$ cat src/rtl/icache_pkg.sv
// Shared types for the instruction cache: address overlay, frame layout, FSM states.
package icache_pkg;

  typedef logic [31:0] word_t;

  localparam int unsigned ICACHE_SETS = 16;

  typedef struct packed {
    logic [25:0] tag;
    logic [3:0]  idx;
    logic [1:0]  bytoff;
  } icachef_t;

  typedef struct packed {
    logic        valid;
    logic [25:0] tag;
    word_t       data;
  } icache_frame_t;

  typedef enum logic {
    IDLE,
    FETCH
  } icache_state_t;

endpackage

$ cat src/rtl/icache_if.sv
// Datapath-to-cache fetch port and cache-to-memory-controller read port.
interface datapath_cache_if;
  import icache_pkg::*;

  logic  imemREN;
  word_t imemaddr;
  logic  ihit;
  word_t imemload;

  modport master (output imemREN, imemaddr, input ihit, imemload);
  modport slave  (input imemREN, imemaddr, output ihit, imemload);
endinterface

interface caches_if;
  import icache_pkg::*;

  logic  iREN;
  word_t iaddr;
  logic  iwait;
  word_t iload;

  modport master (output iREN, iaddr, input iwait, iload);
  modport slave  (input iREN, iaddr, output iwait, iload);
endinterface

$ cat src/rtl/icache_frames.sv
// Valid/tag/data frame array: combinational read, synchronous write, async valid clear.
module icache_frames
  import icache_pkg::*;
#(
  parameter int unsigned SETS  = ICACHE_SETS,
  parameter int unsigned IDX_W = $clog2(SETS),
  parameter int unsigned TAG_W = 30 - IDX_W
) (
  input  logic             CLK,
  input  logic             nRST,
  input  logic [IDX_W-1:0] rd_idx_i,
  output logic             rd_valid_o,
  output logic [TAG_W-1:0] rd_tag_o,
  output word_t            rd_data_o,
  input  logic             wr_en_i,
  input  logic [IDX_W-1:0] wr_idx_i,
  input  logic [TAG_W-1:0] wr_tag_i,
  input  word_t            wr_data_i
);

  logic [SETS-1:0]  valid_q;
  logic [TAG_W-1:0] tag_q  [SETS];
  word_t            data_q [SETS];

  always_ff @(posedge CLK or negedge nRST) begin
    if (!nRST) begin
      valid_q <= '0;
    end else if (wr_en_i) begin
      valid_q[wr_idx_i] <= 1'b1;
    end
  end

  // Tag/data need no reset: they are only observed through a set valid bit.
  always_ff @(posedge CLK) begin
    if (wr_en_i) begin
      tag_q[wr_idx_i]  <= wr_tag_i;
      data_q[wr_idx_i] <= wr_data_i;
    end
  end

  always_comb begin
    rd_valid_o = valid_q[rd_idx_i];
    rd_tag_o   = tag_q[rd_idx_i];
    rd_data_o  = data_q[rd_idx_i];
  end

endmodule

$ cat src/rtl/icache.sv
// Direct-mapped, one-word-block instruction cache: same-cycle hits, blocking miss fill.
module icache
  import icache_pkg::*;
#(
  parameter int unsigned SETS = ICACHE_SETS
) (
  input  logic           CLK,
  input  logic           nRST,
  datapath_cache_if.slave dcif,
  caches_if.master        cif
);

  localparam int unsigned IDX_W = $clog2(SETS);
  localparam int unsigned TAG_W = 30 - IDX_W;

  icache_state_t    state_q, state_d;
  word_t            miss_addr_q, miss_addr_d;
  logic [IDX_W-1:0] rd_idx, wr_idx;
  logic [TAG_W-1:0] req_tag, rd_tag, miss_tag;
  logic             rd_valid, hit, fill;
  word_t            rd_data;

  assign rd_idx   = dcif.imemaddr[2 +: IDX_W];
  assign req_tag  = dcif.imemaddr[31 -: TAG_W];
  assign wr_idx   = miss_addr_q[2 +: IDX_W];
  assign miss_tag = miss_addr_q[31 -: TAG_W];
  assign hit      = dcif.imemREN && (state_q == IDLE) && rd_valid && (rd_tag == req_tag);

  icache_frames #(
    .SETS  (SETS),
    .IDX_W (IDX_W),
    .TAG_W (TAG_W)
  ) u_frames (
    .CLK        (CLK),
    .nRST       (nRST),
    .rd_idx_i   (rd_idx),
    .rd_valid_o (rd_valid),
    .rd_tag_o   (rd_tag),
    .rd_data_o  (rd_data),
    .wr_en_i    (fill),
    .wr_idx_i   (wr_idx),
    .wr_tag_i   (miss_tag),
    .wr_data_i  (cif.iload)
  );

  always_ff @(posedge CLK or negedge nRST) begin
    if (!nRST) begin
      state_q     <= IDLE;
      miss_addr_q <= '0;
    end else begin
      state_q     <= state_d;
      miss_addr_q <= miss_addr_d;
    end
  end

  always_comb begin
    state_d     = state_q;
    miss_addr_d = miss_addr_q;
    unique case (state_q)
      IDLE: begin
        if (dcif.imemREN && !hit) begin
          state_d     = FETCH;
          miss_addr_d = dcif.imemaddr & 32'hFFFF_FFFC;
        end
      end
      FETCH: begin
        if (!cif.iwait) state_d = IDLE;
      end
      default: state_d = IDLE;
    endcase
  end

  // The fill word is not forwarded; the requester hits on the following IDLE cycle.
  always_comb begin
    dcif.ihit     = hit;
    dcif.imemload = hit ? rd_data : '0;
    cif.iREN      = (state_q == FETCH);
    cif.iaddr     = miss_addr_q;
    fill          = (state_q == FETCH) && !cif.iwait;
  end

endmodule
$ cat src/flat_wrapper.sv
// flat-port wrapper written by rule: the top's interface ports become plain ports
module icache_flat import icache_pkg::*;
#(
  parameter int unsigned SETS = ICACHE_SETS
)
  (CLK, nRST, dcif_imemREN, dcif_imemaddr, dcif_ihit, dcif_imemload, cif_iREN, cif_iaddr, cif_iwait, cif_iload);
  datapath_cache_if dcif_i ();
  caches_if cif_i ();
  input  logic CLK;
  input  logic nRST;
  input wire logic [$bits(dcif_i.imemREN)-1:0] dcif_imemREN;
  input wire logic [$bits(dcif_i.imemaddr)-1:0] dcif_imemaddr;
  output wire logic [$bits(dcif_i.ihit)-1:0] dcif_ihit;
  output wire logic [$bits(dcif_i.imemload)-1:0] dcif_imemload;
  output wire logic [$bits(cif_i.iREN)-1:0] cif_iREN;
  output wire logic [$bits(cif_i.iaddr)-1:0] cif_iaddr;
  input wire logic [$bits(cif_i.iwait)-1:0] cif_iwait;
  input wire logic [$bits(cif_i.iload)-1:0] cif_iload;
  assign dcif_i.imemREN = dcif_imemREN;
  assign dcif_i.imemaddr = dcif_imemaddr;
  assign dcif_ihit = dcif_i.ihit;
  assign dcif_imemload = dcif_i.imemload;
  assign cif_iREN = cif_i.iREN;
  assign cif_iaddr = cif_i.iaddr;
  assign cif_i.iwait = cif_iwait;
  assign cif_i.iload = cif_iload;
  icache #(.SETS(SETS)) u_core (.CLK(CLK), .nRST(nRST), .dcif(dcif_i), .cif(cif_i));
endmodule
$ cat config.mk
export PLATFORM = sky130hd
export DESIGN_NAME = icache_flat
export DESIGN_NICKNAME = d
export VERILOG_FILES = /design/src/rtl/icache_pkg.sv /design/src/rtl/icache_if.sv /design/src/rtl/icache_frames.sv /design/src/rtl/icache.sv /design/src/flat_wrapper.sv
export SDC_FILE = /design/constraint.sdc
export NUM_CORES = 1
export LEC_CHECK = 0
export BUFFER_PORTS_ARGS = -buffer_cell sky130_fd_sc_hd__buf_2
export CORE_MARGIN = 2
export CORE_UTILIZATION = 37
export CTS_CLUSTER_DIAMETER = 120
export DETAILED_ROUTE_END_ITERATION = 7
export GPL_TIMING_DRIVEN = 0
export SYNTH_ARGS = -nofsm -noshare
export SYNTH_HDL_FRONTEND = slang
export SYNTH_SLANG_ARGS = --single-unit
$ cat constraint.sdc
create_clock -name CLK -period 7.2 [get_ports CLK]
set_input_delay 0 -clock CLK [delete_from_list [all_inputs] [get_ports CLK]]
set_output_delay 0 -clock CLK [all_outputs]
set_load 0.02 [all_outputs]
* Word-level counts from Yosys, hierarchy flattened *
Memory sizes are Yosys's and may differ from the RTL's.
Cells that the tools add are included.

storage, ports and cells
  register bits = 47
  memory bits (writable) = 928
  input port bits = 68
  word-level logic and storage cells = 30
  memories = 2

memories
  memory                  words  bits a word  read ports  clocked after Yosys merged registers in  wr ports  RTL line             source
  u_core.u_frames.data_q  16     32           1           0                                        1         icache_frames.sv:23  word_t data_q [SETS];
  u_core.u_frames.tag_q   16     26           1           0                                        1         icache_frames.sv:22  logic [TAG_W-1:0] tag_q [SETS];

cells by class
  order comparisons = 3
  equality and inequality tests = 1
  mux-type cells = 10
  bitwise gates (word level) = 2
  reduce and logical (&&, ||, !) cells = 9

operator list
  kind                                                                count
  two-way mux 32 bit                                                  1
  == test 26 bit                                                      1
  bitwise OR 16 bit                                                   1
  < comparator 4 x 5 -> 1 bit (second input constant)                 2
  logical AND 1 bit                                                   6
  two-way mux 1 bit                                                   6
  binary-select mux 1 bit (select 4 bit)                              1
  demux 1 bit (select 4 bit)                                          1
  greater-or-equal comparator 4 x 1 -> 1 bit (second input constant)  1
  logical NOT 1 bit                                                   2
  one-hot mux 1 bit (2 select lines)                                  1
  AND reduction 2 bit                                                 1
  NOT 1 bit                                                           1

* Depth between registers and ports, before layout *
  word-level depth = 8
  gate-level depth with buffers = 13

* Hierarchy *
Synthesis repeated with hierarchy kept, for this count alone.

second synthesis, totals
  cell total of the unflattened synthesis = 1628
  area, all modules = 37156.9 µm²

modules (own cells, without submodules)
  module         instances  cells an instance  area each (µm²)  seq. area each (µm²)
  icache_frames  1          1479               35293.8          28267.1
  icache         1          149                1863.0           775.7

* Least setup slack after synthesis *
OpenSTA, ideal clock, no wires.

  path type = register to register
  start = register u_core.state_q (netlist: u_core.cif.iREN)
  end = register u_core.u_frames.valid_q[0]
  setup time = 0.089 ns
  arrival time = 5.425 ns
  data required time = 7.111 ns
  setup slack = 1.686 ns
  stages on the path, launching flop included = 5
  path buffers = 0
  cell sequence = dfrtp_1 -> nand2b_1 -> or3_1 -> nor3_1 -> or2_2

between the ends
  longest elaborated chain between the ends = 1

ends and longest elaborated chain
  item                            RTL line             source
  start: declaration              icache.sv:16         icache_state_t state_q, state_d;
  start signal: assignment        icache.sv:51         state_q <= state_d;
  logical AND 1 bit               icache.sv:79         fill = (state_q == FETCH) && !cif.iwait;
  end signal: assignment          icache_frames.sv:27  valid_q <= '0;
  end signal: indexed assignment  icache_frames.sv:29  valid_q[wr_idx_i] <= 1'b1;
  end: declaration                icache_frames.sv:21  logic [SETS-1:0] valid_q;

Every way passes these cells.
A chain may end at the register's enable or synchronous reset.

* Worst setup path after layout *
  start = input port dcif_imemaddr[2]
  end = output port dcif_imemload[5]

between the ends
  longest elaborated chain between the ends = 5

ends and longest elaborated chain
  item                                                          RTL line            source
  start: declaration                                            flat_wrapper.sv:12  input wire logic [$bits(dcif_i.imemaddr)-1:0] dcif_imemaddr;
  branches (longest 4 deep; another with memory (16 x 26 bit))  --
  two-way mux 32 bit (*)                                        icache.sv:76        dcif.imemload = hit ? rd_data : '0;
  end: declaration                                              flat_wrapper.sv:14  output wire logic [$bits(dcif_i.imemload)-1:0] dcif_imemload;

Mark *: on every way between the ends. The select of a mux whose other input is x is not followed.

==> key figures <==
Timing
  – Slew @ Worst Pin: 1220 ps
  – RSZ-0062 raised after global routing: no
  – Final setup viols: 0
  – Slew HR: 18.9%
  – Min Clock Period, post-route: 5490 ps
  – Max Clk Rate: 182 MHz
  – Tcrit/Tclk final: 76.3%
  – Final Max Slew Viols: 0
  – Min Hold Slack: -32.8 ps
  – Final Hold Fails: 16
  – Setup Skew: 20.1 ps
  – Final worst slack: 1710 ps
  – Setup TNS: 0 ps

Setup path
  – Critical Path AT: 5490 ps
  – CP Max Fanout: 10
  – Critical Path End Type: primary output
  – FF-to-FF path depth: 8
  – CP Class: input port to primary output
  – Critical Path Sink: dcif_imemload[5]
  – CP Launch Type: input port
  – RR Startpoint: u_core.u_frames.tag_q[13][13]$_DFFE_PP_
  – Reg2reg end: u_core.cif.iaddr[28]$_DFFE_PN0P_
  – Crit path launch: dcif_imemaddr[2]
  – Reg2reg setup slack: 3730 ps
  – CP required: 7200 ps

Layout
  – Share of layout cells above drive strength 1: 34.5%
  – Nets@finish: 2,044
  – Area occupied by multi-input gates: 8430 um2
  – Register area: 29,000 um2
  – P&R area growth vs syn: 19.7%
  – Util after Layout: 44.6%
  – Fill cells: 8,634

Clocking
  – Clock Pin Slew Worst Setup and Hold Paths: 60 ps
  – Clock sinks: 975
  – H-tree lvl count: 3
  – Setup Buffers After CTS: 0
  – CTS max path bufs: 3
  – Root Driver: clkbuf_16
  – Clk_lat worst skew: 650 ps
  – CTS tree: done
  – Num CTS Buffers: 94

Detailed routing
  – Drt wl/cell: 28.3 um
  – DRT Wirelength: 96.8 mm
  – Remaining DRCs: 0
  – Drt via density: 5.38
  – Detail Route Antenna Nets: 0
  – DR iter-0 viols: 1,918
  – Drt first pass iters: 5
  – Vias after detailed routing: 18.4k

Logic synthesis
  – Mapped Area: 37,900 um2
  – Post-synth EDFFs: 928
  – Mean Syn Cell Area: 23.4 um2
  – Synth Flop Type: edfxtp_1
  – Commonest cells post-synth: edfxtp_1 (928), mux4_2 (255), mux2i_1 (63), dfrtp_1 (47), and2_1 (33)
  – Mapped Cells: 1,620
  – Distinct cells, synth: 54
  – Top cells by area, synth: edfxtp_1 (74%), mux4_2 (15%), dfrtp_1 (3.1%)
  – Sequential share of the synthesized area: 76.7%
  – Ys Warns: 0
  – Area leader, netlist: edfxtp_1
  – Number of synthesized register bits: 975
  – Top-count cell post-synth: edfxtp_1
  – Synth top area share: 73.6%
  – Async SR Flop Fraction: 4.82%

Die
  – Initial Util: 37.3%
  – Std-Cell Rows: 117
  – Die height: 324 um
  – Core area: 102,000 um2
  – DIE AREA: 105,000 um2
  – Die Wd: 324 um
  – I/O Pins: 134

Placed design
  – Port bufs: 126
  – Dpl hpwl: 62.9 mm
  – Pre-CTS WS: 1600 ps
  – Routability cong.: 0.794

Worst hold path
  – Worst min path class: input port to async pin

Global route
  – First-pass GRT wire length: 137 mm
  – Grt ovf: 0
  – Vias in the first global route: 19.0k
  – Antenna violations before repair: 4
  – Gr usage total: 18.6%
  – Largest net degree at the start of global routing: 48

Pwr
  – Max VDD drop: 0.000194 V
  – Cell Pwr Density: 283 nW/um2
  – Static Leak: 0.0149 uW

Outcome
  – Outcome: finished with violations
  – Failing checks: hold timing

Run
  – Max-cap viol count: 0
==> cell type report <==
type	count	area share, %
antenna	1	0.00552
timing repair buffer	259	5.46
buffer	80	1.08
clock buffer	129	5.80
sequential	975	64.1
tap	1368	3.78
inverter	4	0.0331
multi-input combinational	562	18.6
clock inverter	44	1.19
==> registers in the layout, indices dropped and copies added, names as in the netlist <==
name                     count
u_core.cif.iREN              1
u_core.cif.iaddr            30
u_core.u_frames.data_q     512
u_core.u_frames.tag_q      416
u_core.u_frames.valid_q     16
==> per-layer routing <==
layer	wire length [um]	track usage, %	up-vias
met5	25	0	-
met4	2190	4.90	4
met3	6680	3.34	149
met2	48700	31.3	733
met1	39200	24.9	9934
li1	-	-	7603
==> cells in the final DEF, fill, tap and decap left out, types with 29 or more instances in the layout <==
master | synthesis | routed
dlygate4sd3_1 | 0 | 60
mux2i_1 | 63 | 63
buf_2 | 26 | 151
buf_12 | 4 | 31
clkbuf_1 | 29 | 54
mux4_2 | 255 | 255
dfrtp_1 | 47 | 47
mux2_4 | 29 | 29
and2_1 | 33 | 33
clkbuf_16 | 0 | 98
buf_6 | 8 | 34
edfxtp_1 | 928 | 928
==> how the worst min path moves through the flow <==
stage | endpoint | start | slack (ps)
finish | u_core.cif.iaddr[24]$_DFFE_PN0P_ | nRST | -30
global route | u_core.cif.iaddr[10]$_DFFE_PN0P_ | nRST | 10
CTS | u_core.cif.iaddr[31]$_DFFE_PN0P_ | dcif_imemREN | 60
detailed placement | u_core.cif.iREN$_DFF_PN0_ | cif_iwait | 260
global placement | u_core.cif.iREN$_DFF_PN0_ | cif_iwait | 230
floorplan | u_core.cif.iREN$_DFF_PN0_ | nRST | -300
==> metrics by stage <==
| stage | cell area, um2 | cells | total power, uW |
|---|---|---|---|
| 6_report | 45300 | 3422 | 12800 |
| 3_3_place_gp | 40200 | 3115 | 7800 |
| 4_1_cts | 45300 | 3420 | 12900 |
| 5_1_grt | 45300 | 3422 | 13200 |
| 2_1_floorplan | 37900 | 1621 | 7400 |
| 3_5_place_dp | 41500 | 3187 | 7880 |
==> critical path, stage by stage <==
cell and delay, ps:
buf_6 200, buf_4 350, buf_2 400, buf_1 940, mux2i_1 300, mux2i_1 120
xnor2_1 410, nand4_1 130, or4_1 600, nor4_2 750, clkbuf_1 640, and2_1 390
buf_2 220
==> what timing repair did <==
| item | 4_1_cts | 5_1_grt |
|---|---|---|
| gates resized for setup | 0 | 0 |
| hold buffers | 60 | 0 |
| endpoints found under the hold margin | 586 | 0 |
==> kinds of logic after synthesis <==
| logic type | after synthesis | share of synthesized area, % |
|---|---|---|
| other | 1 | 0.00990 |
| xor gates and xnor gates | 23 | 0.532 |
| and+or+nand+nor | 146 | 2.27 |
| buffers and inverters | 84 | 1.33 |
| muxes | 352 | 18.3 |
| AOI/OAI and AO/OA | 39 | 0.863 |
| DFF | 975 | 76.7 |
==> report_power, final <==
part	total (uW)	switching, uW	internal (uW)	leakage, uW
combinational	995	549	446	0.00442
sequential	6780	222	6560	0.00891
clock	5060	2080	2990	0.00155
total	12800	2850	9990	0.0149
(Power assumes the default switching activity.)
